$ cat config.mk
export PLATFORM = sky130hd
export DESIGN_NAME = fc_layer_engine_flat
export DESIGN_NICKNAME = d
export VERILOG_FILES = /design/src/rtl/fc_pkg.sv /design/src/rtl/fc_layer_engine_if.sv /design/src/rtl/fc_mac_lane.sv /design/src/rtl/fc_layer_engine.sv /design/src/flat_wrapper.sv
export SDC_FILE = /design/constraint.sdc
export NUM_CORES = 2
export LEC_CHECK = 0
export CORE_MARGIN = 5
export CORE_UTILIZATION = 40
export CTS_CLUSTER_DIAMETER = 200
export DETAILED_ROUTE_END_ITERATION = 8
export HOLD_SLACK_MARGIN = 0.1
export PLACE_DENSITY = 0.55
export REMOVE_ABC_BUFFERS = 1
export SYNTH_ARGS = -nofsm -noshare
export SYNTH_HDL_FRONTEND = slang
export SYNTH_SLANG_ARGS = --single-unit
$ cat constraint.sdc
create_clock -name clk_i -period 6.45 [get_ports clk_i]
set_input_delay 0.645 -clock clk_i [delete_from_list [all_inputs] [get_ports clk_i]]
set_output_delay 0.645 -clock clk_i [all_outputs]
set_load 0.005 [all_outputs]
$ cat src/rtl/fc_pkg.sv
// Shared types and helpers for the fully-connected layer engine.
package fc_pkg;

    typedef enum logic [2:0] {
        IDLE,
        FETCH,
        DRAIN,
        ARGMAX,
        HOLD
    } fc_state_t;

    function automatic int unsigned clog2(input int unsigned value);
        int unsigned result = 0;
        for (int unsigned p = 1; p < value; p = p << 1) begin
            result++;
        end
        return result;
    endfunction

endpackage

$ cat src/rtl/fc_layer_engine_if.sv
// Buffer read ports plus the result valid/ready handshake of the FC engine.
interface fc_layer_engine_if
    import fc_pkg::*;
#(
    parameter int unsigned N_IN   = 32,
    parameter int unsigned N_OUT  = 10,
    parameter int unsigned IN_W   = 8,
    parameter int unsigned W_W    = 8,
    parameter int unsigned ACC_W  = 32,
    parameter int unsigned ADDR_W = clog2(N_IN),
    parameter int unsigned IDX_W  = clog2(N_OUT)
) ();

    logic [ADDR_W-1:0]      x_addr_o;
    logic                   x_en_o;
    logic [IN_W-1:0]        x_data_i;
    logic [ADDR_W-1:0]      w_addr_o;
    logic                   w_en_o;
    logic [N_OUT*W_W-1:0]   w_data_i;
    logic [N_OUT*ACC_W-1:0] data_o;
    logic [IDX_W-1:0]       idx_o;
    logic                   valid_o;
    logic                   ready_i;
    logic                   busy_o;
    logic                   done_o;

    modport master (
        output x_addr_o, x_en_o, w_addr_o, w_en_o,
        output data_o, idx_o, valid_o, busy_o, done_o,
        input  x_data_i, w_data_i, ready_i
    );

    modport slave (
        input  x_addr_o, x_en_o, w_addr_o, w_en_o,
        input  data_o, idx_o, valid_o, busy_o, done_o,
        output x_data_i, w_data_i, ready_i
    );

endinterface

$ cat src/rtl/fc_mac_lane.sv
// One signed multiply-accumulate lane with synchronous clear and wrapping add.
module fc_mac_lane #(
    parameter int unsigned IN_W  = 8,
    parameter int unsigned W_W   = 8,
    parameter int unsigned ACC_W = 32
) (
    input  logic             clk,
    input  logic             rst_n,
    input  logic             clr,
    input  logic             en,
    input  logic [IN_W-1:0]  x,
    input  logic [W_W-1:0]   w,
    output logic [ACC_W-1:0] acc_nxt
);

    logic signed [ACC_W-1:0] prod;
    logic signed [ACC_W-1:0] acc;

    // Product formed at accumulator width; exact because ACC_W >= IN_W+W_W.
    always_comb begin
        prod    = ACC_W'($signed(x)) * ACC_W'($signed(w));
        acc_nxt = en ? acc + prod : acc;
    end

    always_ff @(posedge clk or negedge rst_n) begin
        if (!rst_n) begin
            acc <= '0;
        end else if (clr) begin
            acc <= '0;
        end else begin
            acc <= acc_nxt;
        end
    end

endmodule

$ cat src/rtl/fc_layer_engine.sv
// Fully-connected layer: streams N_IN activations/weight words, accumulates
// N_OUT dot products, optional ReLU and argmax, then holds on valid/ready.
module fc_layer_engine
    import fc_pkg::*;
#(
    parameter int unsigned N_IN      = 32,
    parameter int unsigned N_OUT     = 10,
    parameter int unsigned IN_W      = 8,
    parameter int unsigned W_W       = 8,
    parameter int unsigned ACC_W     = 32,
    parameter int unsigned ADDR_W    = clog2(N_IN),
    parameter bit          RELU_EN   = 1'b0,
    parameter bit          ARGMAX_EN = 1'b1
) (
    input  logic              clk_i,
    input  logic              rstn_i,
    input  logic              start_i,
    fc_layer_engine_if.master bus
);

    localparam int unsigned IDX_W = clog2(N_OUT);

    fc_state_t               state;
    logic [ADDR_W-1:0]       cnt;
    logic [IDX_W-1:0]        lane_cnt;
    logic [IDX_W-1:0]        best_idx;
    logic [IDX_W-1:0]        idx_r;
    logic                    x_en;
    logic                    en_d;
    logic                    valid_r;
    logic                    clr;
    logic [N_OUT*ACC_W-1:0]  acc_nxt;
    logic [N_OUT*ACC_W-1:0]  relu_res;
    logic [N_OUT*ACC_W-1:0]  data_r;
    logic signed [ACC_W-1:0] lanes_q [N_OUT];
    logic signed [ACC_W-1:0] best_val;
    logic signed [ACC_W-1:0] cur;
    logic                    greater;
    logic                    last_lane;

    genvar j;
    generate
        for (j = 0; j < N_OUT; j++) begin : g_lane
            fc_mac_lane #(
                .IN_W (IN_W),
                .W_W  (W_W),
                .ACC_W(ACC_W)
            ) u_lane (
                .clk    (clk_i),
                .rst_n  (rstn_i),
                .clr    (clr),
                .en     (en_d),
                .x      (bus.x_data_i),
                .w      (bus.w_data_i[j*W_W +: W_W]),
                .acc_nxt(acc_nxt[j*ACC_W +: ACC_W])
            );
        end
    endgenerate

    // Results come from acc_nxt so the product landing in DRAIN is included.
    always_comb begin
        clr      = (state == IDLE) && start_i;
        relu_res = acc_nxt;
        for (int unsigned k = 0; k < N_OUT; k++) begin
            if (RELU_EN && acc_nxt[k*ACC_W + ACC_W - 1]) begin
                relu_res[k*ACC_W +: ACC_W] = '0;
            end
        end
        for (int unsigned k = 0; k < N_OUT; k++) begin
            lanes_q[k] = data_r[k*ACC_W +: ACC_W];
        end
        cur       = lanes_q[lane_cnt];
        greater   = cur > best_val;
        last_lane = (lane_cnt == IDX_W'(N_OUT - 1));
    end

    always_ff @(posedge clk_i or negedge rstn_i) begin
        if (!rstn_i) begin
            state    <= IDLE;
            cnt      <= '0;
            lane_cnt <= '0;
            best_idx <= '0;
            best_val <= '0;
            idx_r    <= '0;
            x_en     <= 1'b0;
            en_d     <= 1'b0;
            valid_r  <= 1'b0;
            data_r   <= '0;
        end else begin
            en_d <= x_en;
            case (state)
                IDLE: begin
                    if (start_i) begin
                        cnt   <= '0;
                        x_en  <= 1'b1;
                        state <= FETCH;
                    end
                end
                FETCH: begin
                    if (cnt == ADDR_W'(N_IN - 1)) begin
                        x_en  <= 1'b0;
                        state <= DRAIN;
                    end else begin
                        cnt <= cnt + ADDR_W'(1);
                    end
                end
                DRAIN: begin
                    data_r   <= relu_res;
                    best_val <= relu_res[ACC_W-1:0];
                    best_idx <= '0;
                    lane_cnt <= '0;
                    if (ARGMAX_EN) begin
                        state <= ARGMAX;
                    end else begin
                        valid_r <= 1'b1;
                        state   <= HOLD;
                    end
                end
                ARGMAX: begin
                    if (greater) begin
                        best_val <= cur;
                        best_idx <= lane_cnt;
                    end
                    if (last_lane) begin
                        idx_r   <= greater ? lane_cnt : best_idx;
                        valid_r <= 1'b1;
                        state   <= HOLD;
                    end else begin
                        lane_cnt <= lane_cnt + IDX_W'(1);
                    end
                end
                HOLD: begin
                    if (bus.ready_i) begin
                        valid_r <= 1'b0;
                        state   <= IDLE;
                    end
                end
                default: state <= IDLE;
            endcase
        end
    end

    assign bus.x_addr_o = cnt;
    assign bus.w_addr_o = cnt;
    assign bus.x_en_o   = x_en;
    assign bus.w_en_o   = x_en;
    assign bus.data_o   = data_r;
    assign bus.idx_o    = idx_r;
    assign bus.valid_o  = valid_r;
    assign bus.busy_o   = (state != IDLE);
    assign bus.done_o   = valid_r && bus.ready_i;

endmodule

$ cat src/flat_wrapper.sv
// flat-port wrapper written by rule: the top's interface ports become plain ports
module fc_layer_engine_flat import fc_pkg::*;
#(
    parameter int unsigned N_IN      = 32,
    parameter int unsigned N_OUT     = 10,
    parameter int unsigned IN_W      = 8,
    parameter int unsigned W_W       = 8,
    parameter int unsigned ACC_W     = 32,
    parameter int unsigned ADDR_W    = clog2(N_IN),
    parameter bit          RELU_EN   = 1'b0,
    parameter bit          ARGMAX_EN = 1'b1
)
  (clk_i, rstn_i, start_i, bus_x_addr_o, bus_x_en_o, bus_w_addr_o, bus_w_en_o, bus_data_o, bus_idx_o, bus_valid_o, bus_busy_o, bus_done_o, bus_x_data_i, bus_w_data_i, bus_ready_i);
  fc_layer_engine_if #(.N_IN(N_IN), .N_OUT(N_OUT), .IN_W(IN_W), .W_W(W_W), .ACC_W(ACC_W), .ADDR_W(ADDR_W)) bus_i ();
  input  logic clk_i;
  input  logic rstn_i;
  input  logic start_i;
  output wire logic [$bits(bus_i.x_addr_o)-1:0] bus_x_addr_o;
  output wire logic [$bits(bus_i.x_en_o)-1:0] bus_x_en_o;
  output wire logic [$bits(bus_i.w_addr_o)-1:0] bus_w_addr_o;
  output wire logic [$bits(bus_i.w_en_o)-1:0] bus_w_en_o;
  output wire logic [$bits(bus_i.data_o)-1:0] bus_data_o;
  output wire logic [$bits(bus_i.idx_o)-1:0] bus_idx_o;
  output wire logic [$bits(bus_i.valid_o)-1:0] bus_valid_o;
  output wire logic [$bits(bus_i.busy_o)-1:0] bus_busy_o;
  output wire logic [$bits(bus_i.done_o)-1:0] bus_done_o;
  input wire logic [$bits(bus_i.x_data_i)-1:0] bus_x_data_i;
  input wire logic [$bits(bus_i.w_data_i)-1:0] bus_w_data_i;
  input wire logic [$bits(bus_i.ready_i)-1:0] bus_ready_i;
  assign bus_x_addr_o = bus_i.x_addr_o;
  assign bus_x_en_o = bus_i.x_en_o;
  assign bus_w_addr_o = bus_i.w_addr_o;
  assign bus_w_en_o = bus_i.w_en_o;
  assign bus_data_o = bus_i.data_o;
  assign bus_idx_o = bus_i.idx_o;
  assign bus_valid_o = bus_i.valid_o;
  assign bus_busy_o = bus_i.busy_o;
  assign bus_done_o = bus_i.done_o;
  assign bus_i.x_data_i = bus_x_data_i;
  assign bus_i.w_data_i = bus_w_data_i;
  assign bus_i.ready_i = bus_ready_i;
  fc_layer_engine #(.N_IN(N_IN), .N_OUT(N_OUT), .IN_W(IN_W), .W_W(W_W), .ACC_W(ACC_W), .ADDR_W(ADDR_W), .RELU_EN(RELU_EN), .ARGMAX_EN(ARGMAX_EN)) u_core (.clk_i(clk_i), .rstn_i(rstn_i), .start_i(start_i), .bus(bus_i));
endmodule
### After elaboration in Yosys (flattened, before gate mapping)

Index checks and enable logic that the tools add are counted.

* bitwise logic cells: 1
* reduce and logical (&&, ||, !) cells: 14
* order comparisons: 2
* mux-type cells: 43
* multiply operators: 10
* add/subtract/negate cells: 12
* eq/ne operators: 13

Operator list (count)
* two-way mux 32 bit: 23
* adder 32 bit: 10
* multiplier 8 x 8 -> 16 bit: 10
* binary-select mux 32 bit (select 4 bit): 1
* one-hot mux 32 bit (2 select lines): 1
* greater-than comparator 32 bit: 1
* one-hot mux 4 bit (2 select lines): 2
* one-hot mux 3 bit (5 select lines): 1
* two-way mux 3 bit: 4
* two-way mux 5 bit: 2
* one-hot mux 5 bit (2 select lines): 1
* AND reduction 3 bit: 3
* two-way mux 4 bit: 2
* != test 2 bit (second input constant): 4
* equality test 3 x 2 -> 1 bit (second input constant): 2
* != test 2 x 1 -> 1 bit (second input constant): 3
* AND reduction 2 bit: 3
* nonzero test 2 bit: 3
* adder 5 x 1 -> 5 bit (second input constant): 1
* equality test 5 bit (second input constant): 1
* greater-or-equal comparator 5 bit (second input constant): 1
* NOT 4 -> 5 bit: 1
* adder 4 x 1 -> 4 bit (second input constant): 1
* equality test 4 bit (second input constant): 1
* other kinds (8): 13

* register bits: 695
* input bits: 92
* logic and storage cells: 115
* output and inout port bits: 339

### Longest topological paths before layout

* word-level depth: 7
* mapped depth: 36

### Modules after synthesis

From an unflattened synthesis, not the netlist that was laid out.

* cells, all modules: 8325
* area total of the unflattened synthesis: 88575.0 µm²

Modules (own cells, without submodules)
* fc_mac_lane at u_core.g_lane[2].u_lane ...: instances 5, seq. area each 800.8 µm², cells each 719, area an instance 7166.9 µm²
* fc_layer_engine: instances 1, seq. area each 9384.0 µm², cells each 1225, area an instance 17834.6 µm²
* fc_mac_lane at u_core.g_lane[1].u_lane: instances 1, seq. area each 800.8 µm², cells each 739, area an instance 7129.3 µm²
* fc_mac_lane at u_core.g_lane[0].u_lane: instances 1, seq. area each 800.8 µm², cells each 699, area an instance 7026.7 µm²
* fc_mac_lane at u_core.g_lane[7].u_lane: instances 1, seq. area each 800.8 µm², cells each 704, area an instance 7006.7 µm²
* fc_mac_lane at u_core.g_lane[8].u_lane: instances 1, seq. area each 800.8 µm², cells each 682, area an instance 6887.9 µm²
* fc_mac_lane at u_core.g_lane[9].u_lane: instances 1, seq. area each 800.8 µm², cells each 681, area an instance 6855.3 µm²

### Worst setup path before layout

Ideal clock, no wire load.

* path type: input-to-reg
* start: in bus_x_data_i[7]
* end: reg u_core.data_r[285], in the netlist u_core.bus.data_o[285]
* data arrival time: 7893 ps
* buffers on the path: 4
* library setup time: 127 ps
* stages: 29
* setup slack: -1570 ps
* path through: clkbuf_1 > clkbuf_1 > clkbuf_1 > nand2_1 > fa_1 > fa_1 > inv_1 > fa_1 > inv_1 > fa_1 > inv_1 > ha_1 > nor2b_1 > o21a_1 > o41a_1 > xnor2_1 > ha_1 > clkbuf_1 > and3_1 > nor3b_1 > a221oi_1 > o31ai_1 > a21oi_2 > o21ai_1 > a31o_2 > a211oi_1 > xnor2_1 > mux2i_1 > o21ai_1

* word-level cells in the longest chain between the ends: 3

RTL lines
* from (decl): line flat_wrapper.sv:27 `input wire logic [$bits(bus_i.x_data_i)-1:0] bus_x_data_i;`
* multiplier 8 x 8 -> 16 bit: line fc_mac_lane.sv:21 `prod = ACC_W'($signed(x)) * ACC_W'($signed(w));`
* adder 32 bit: line fc_mac_lane.sv:22 `acc_nxt = en ? acc + prod : acc;`
* two-way mux 32 bit: line fc_mac_lane.sv:22
* to (signal assigned): line fc_layer_engine.sv:108 `data_r <= relu_res;`
* to (decl): line fc_layer_engine.sv:34 `logic [N_OUT*ACC_W-1:0] data_r;`

Every way passes these cells.
A chain may end at the register's enable or synchronous reset.

### Final worst setup path

* start: in bus_x_data_i[7]
* end: reg u_core.data_r[159], in the netlist u_core.bus.data_o[159]

The elaborated chain is that of the path after synthesis.

==> run metrics <==
outcome=complete, but fails checks; failing checks=setup timing; post-synthesis cell area=69,600 sq um; largest net degree at the start of global routing=225; # nets final=10,800; Total Routing Usage GR=0.280; CP endpoint kind=flop; layout cell share with drive strength beyond 1=0.269; maximum achievable frequency=149 MHz; Core Box Area=roughly 170,000 sq um; Final ANT Viol Nets=0; Die ar.=~180,000 sq um; Hold Path Origin=u_core.bus.w_en_o; post-route cell area=96,000 sq um; clock skew=0.0388 ns; top cell type by total area after synthesis=dfrtp_1; Root Buffer Master=clkbuf_16; Worst Reg-to-Reg Cells=16; most used cell along the critical path=inv_2; vias=62,100; Initial DRC Count=about 3,700; Worst-Margin Slew=approximately 1.1 ns; residual DRC count=0; CTS HTree Levels=3; Die Height=427 um; I/O pin cnt=about 430; Largest stage delay, worst path=between 0.5 and 0.6 ns; P&R area growth vs syn=38.0%; RR Endpoint=u_core.best_val[9]; chip width=427 um; final setup fails=105; synth top area cells=dfrtp_1, fa_1, ha_1; Routed WL=roughly 260,000 um; count of cell types in the netlist=96; hpwl dp=197,000 um; Seq cells post-synth=695; first-pass GRT wire length=388,000 um; CP required=~7.1 ns; Synth top area share=0.250; Seq/Total Area, Yosys=0.250; Final Slew Violations=0; period utilization=1.04; Hold Fails Final Rpt=0; asr flop ratio synth=1.00; setup repair after global routing missed its margin=true; worst reg2reg startpoint=u_core.lane_cnt[0]; CTS Buf Count=89; Worst R2R Setup Slack=0.67 ns; drt wl/cell=~22 um; Core Rows=approximately 150; crit path time final=6.73 ns; Max-Cap Viols=0; Crit Path Class=in -> reg; Avg Cell Area, Syn=8.98 sq um; Worst Hold End=u_core.en_d; Initial Util=0.401; HP Class=reg -> reg; Max clock buf depth=3; DR vias/cell=5.23; max_slew headroom=0.264; Hold Path Depth=0; worst-skew pair later-pin latency=just over 0.7 ns; Final GP Congestion=roughly 0.93; Crit-path slowest cell=fa_2; fill count=between 15,000 and 20,000; CTS tree=yes; Synth warnings=0; initial antenna violation count=22; Placed Instance Area=85,900 sq um; clock-pin slew on the worst setup and hold paths=0.06 ns; global route total overflow=0; crit-path max FO=7; slack of the critical path=-0.282 ns; IO Port Bufs=430; CTS sink cnt=slightly below 700; critical path launch point type=primary input; arrival time worst endpoint=7.36 ns; Post-synth EDFFs=0; vias in the first global route=63,800; Primary FF master, synth=dfrtp_1; Cells after Synth=just under 8,000; drt first pass iters=6
==> per-layer routing <==
metal / share of wire / routed length (um) / vias up / global-route usage
met3: 0.045 / 11600 / 434 / 0.0342
met5: 0.000050 / 13 / - / 0
met1: 0.42 / 108000 / 31000 / 0.353
met2: 0.48 / 125000 / 1417 / 0.477
li1: - / - / 29200 / -
met4: 0.058 / 15200 / 2 / 0.137
==> what timing repair did <==
item                                    in CTS  in global routing
gates cloned                                16                  1
pin swaps                                  291                455
endpoints found under the hold margin       80                  0
endpoints found under the setup margin     289                303
hold buffers                                 1                  0
resized for setup                          633                599
setup buffers                              129                 94
==> layout make-up <==
cell class / instances / area, sq um / area share
multi-input cells: 5765 / 51600 / 0.537
inverters: 976 / 3670 / 0.0383
flip-flops and latches: 695 / 17400 / 0.181
repair buffers: 1948 / 17400 / 0.181
clock inverters: 49 / 582 / 0.00606
well taps: 2325 / 2910 / 0.0303
clock buffers: 114 / 2490 / 0.0259
diodes: 8 / 20.0 / 0.000208
==> flip-flops by register name, indices dropped and copies added (netlist names) <==
signal	count
u_core.best_idx	4
u_core.best_val	32
u_core.bus.data_o	320
u_core.bus.idx_o	4
u_core.bus.valid_o	1
u_core.bus.w_addr_o	5
u_core.bus.w_en_o	1
u_core.en_d	1
u_core.g_lane.u_lane.acc	320
u_core.lane_cnt	4
u_core.state	3
==> cell usage after synthesis, drive strengths merged (56+ instances only) <==
cell and instances:
inv 976, dfrtp 695, nand2 677, ha 636
nor2 627, fa 560, o21ai 499, a21oi 472
and2 451, xnor2 311, clkbuf 269, mux2i 211
a21o 200, nor2b 120, xor2 117, nor3 80
nand3 79, mux4 64, o21bai 56
==> layout by cell type, fill, tap and decap left out, types with 90 or more instances in the layout <==
cell type and instances:
buf_4 1316, inv_1 898, dfrtp_1 691, nand2_1 650
nor2_1 599, fa_1 530, ha_1 511, and2_1 402
o21ai_0 362, clkdlybuf4s50_1 343, a21oi_1 342, xnor2_1 282
mux2i_1 201, a21o_1 198, a21oi_2 116, xor2_1 111
ha_4 111, buf_6 111, nor2b_1 107, clkbuf_16 90
==> kinds of logic after synthesis <==
family | synth area share
multiplexers | 0.0586
adder cells (fa/ha/maj) | 0.275
flip-flops | 0.250
buffers and inverters | 0.0706
AO/OA/AOI/OAI | 0.141
XOR/XNOR | 0.0538
AND/OR/NAND/NOR | 0.151
==> per-stage QoR <==
stage / setup WS (ns) / hold slack, ns / cells / util / TNS, ns
2_1_floorplan: -7.05 / 0.349 / 7436 / - / -3111.78
3_3_place_gp: -1.51 / 0.459 / 11500 / 0.495 / -362.76
3_5_place_dp: -1.55 / 0.457 / 11500 / 0.495 / -379.71
4_1_cts: -0.218 / 0.481 / 11800 / 0.535 / -3.52
5_1_grt: -0.523 / 0.487 / 11900 / 0.554 / -55.20
6_report: -0.282 / 0.475 / 11900 / 0.554 / -9.96
==> worst max path at each step <==
stage | end | start | cells after the start | slack, ns
floorplan | u_core.best_val[30] | u_core.en_d | 5 | -7.05
global placement | u_core.bus.data_o[252] | bus_x_data_i[6] | 32 | -1.51
detailed placement | u_core.bus.data_o[252] | bus_x_data_i[6] | 32 | -1.55
CTS | u_core.bus.data_o[158] | bus_x_data_i[2] | 29 | -0.22
global route | u_core.bus.data_o[155] | bus_x_data_i[7] | 32 | -0.52
finish | u_core.bus.data_o[159] | bus_x_data_i[7] | 34 | -0.28
==> critical path: cells and delay by family <==
family,cells,cell delay (ns)
AO/OA/AOI/OAI,11,1.80
XOR/XNOR,2,0.29
adder cells (fa/ha/maj),6,2.37
buffers and inverters,11,1.26
AND/OR/NAND/NOR,4,0.93
Power is left out: the tool's default activity adds up to more than one toggle a clock period on the data nets, which glitch-free logic cannot reach.
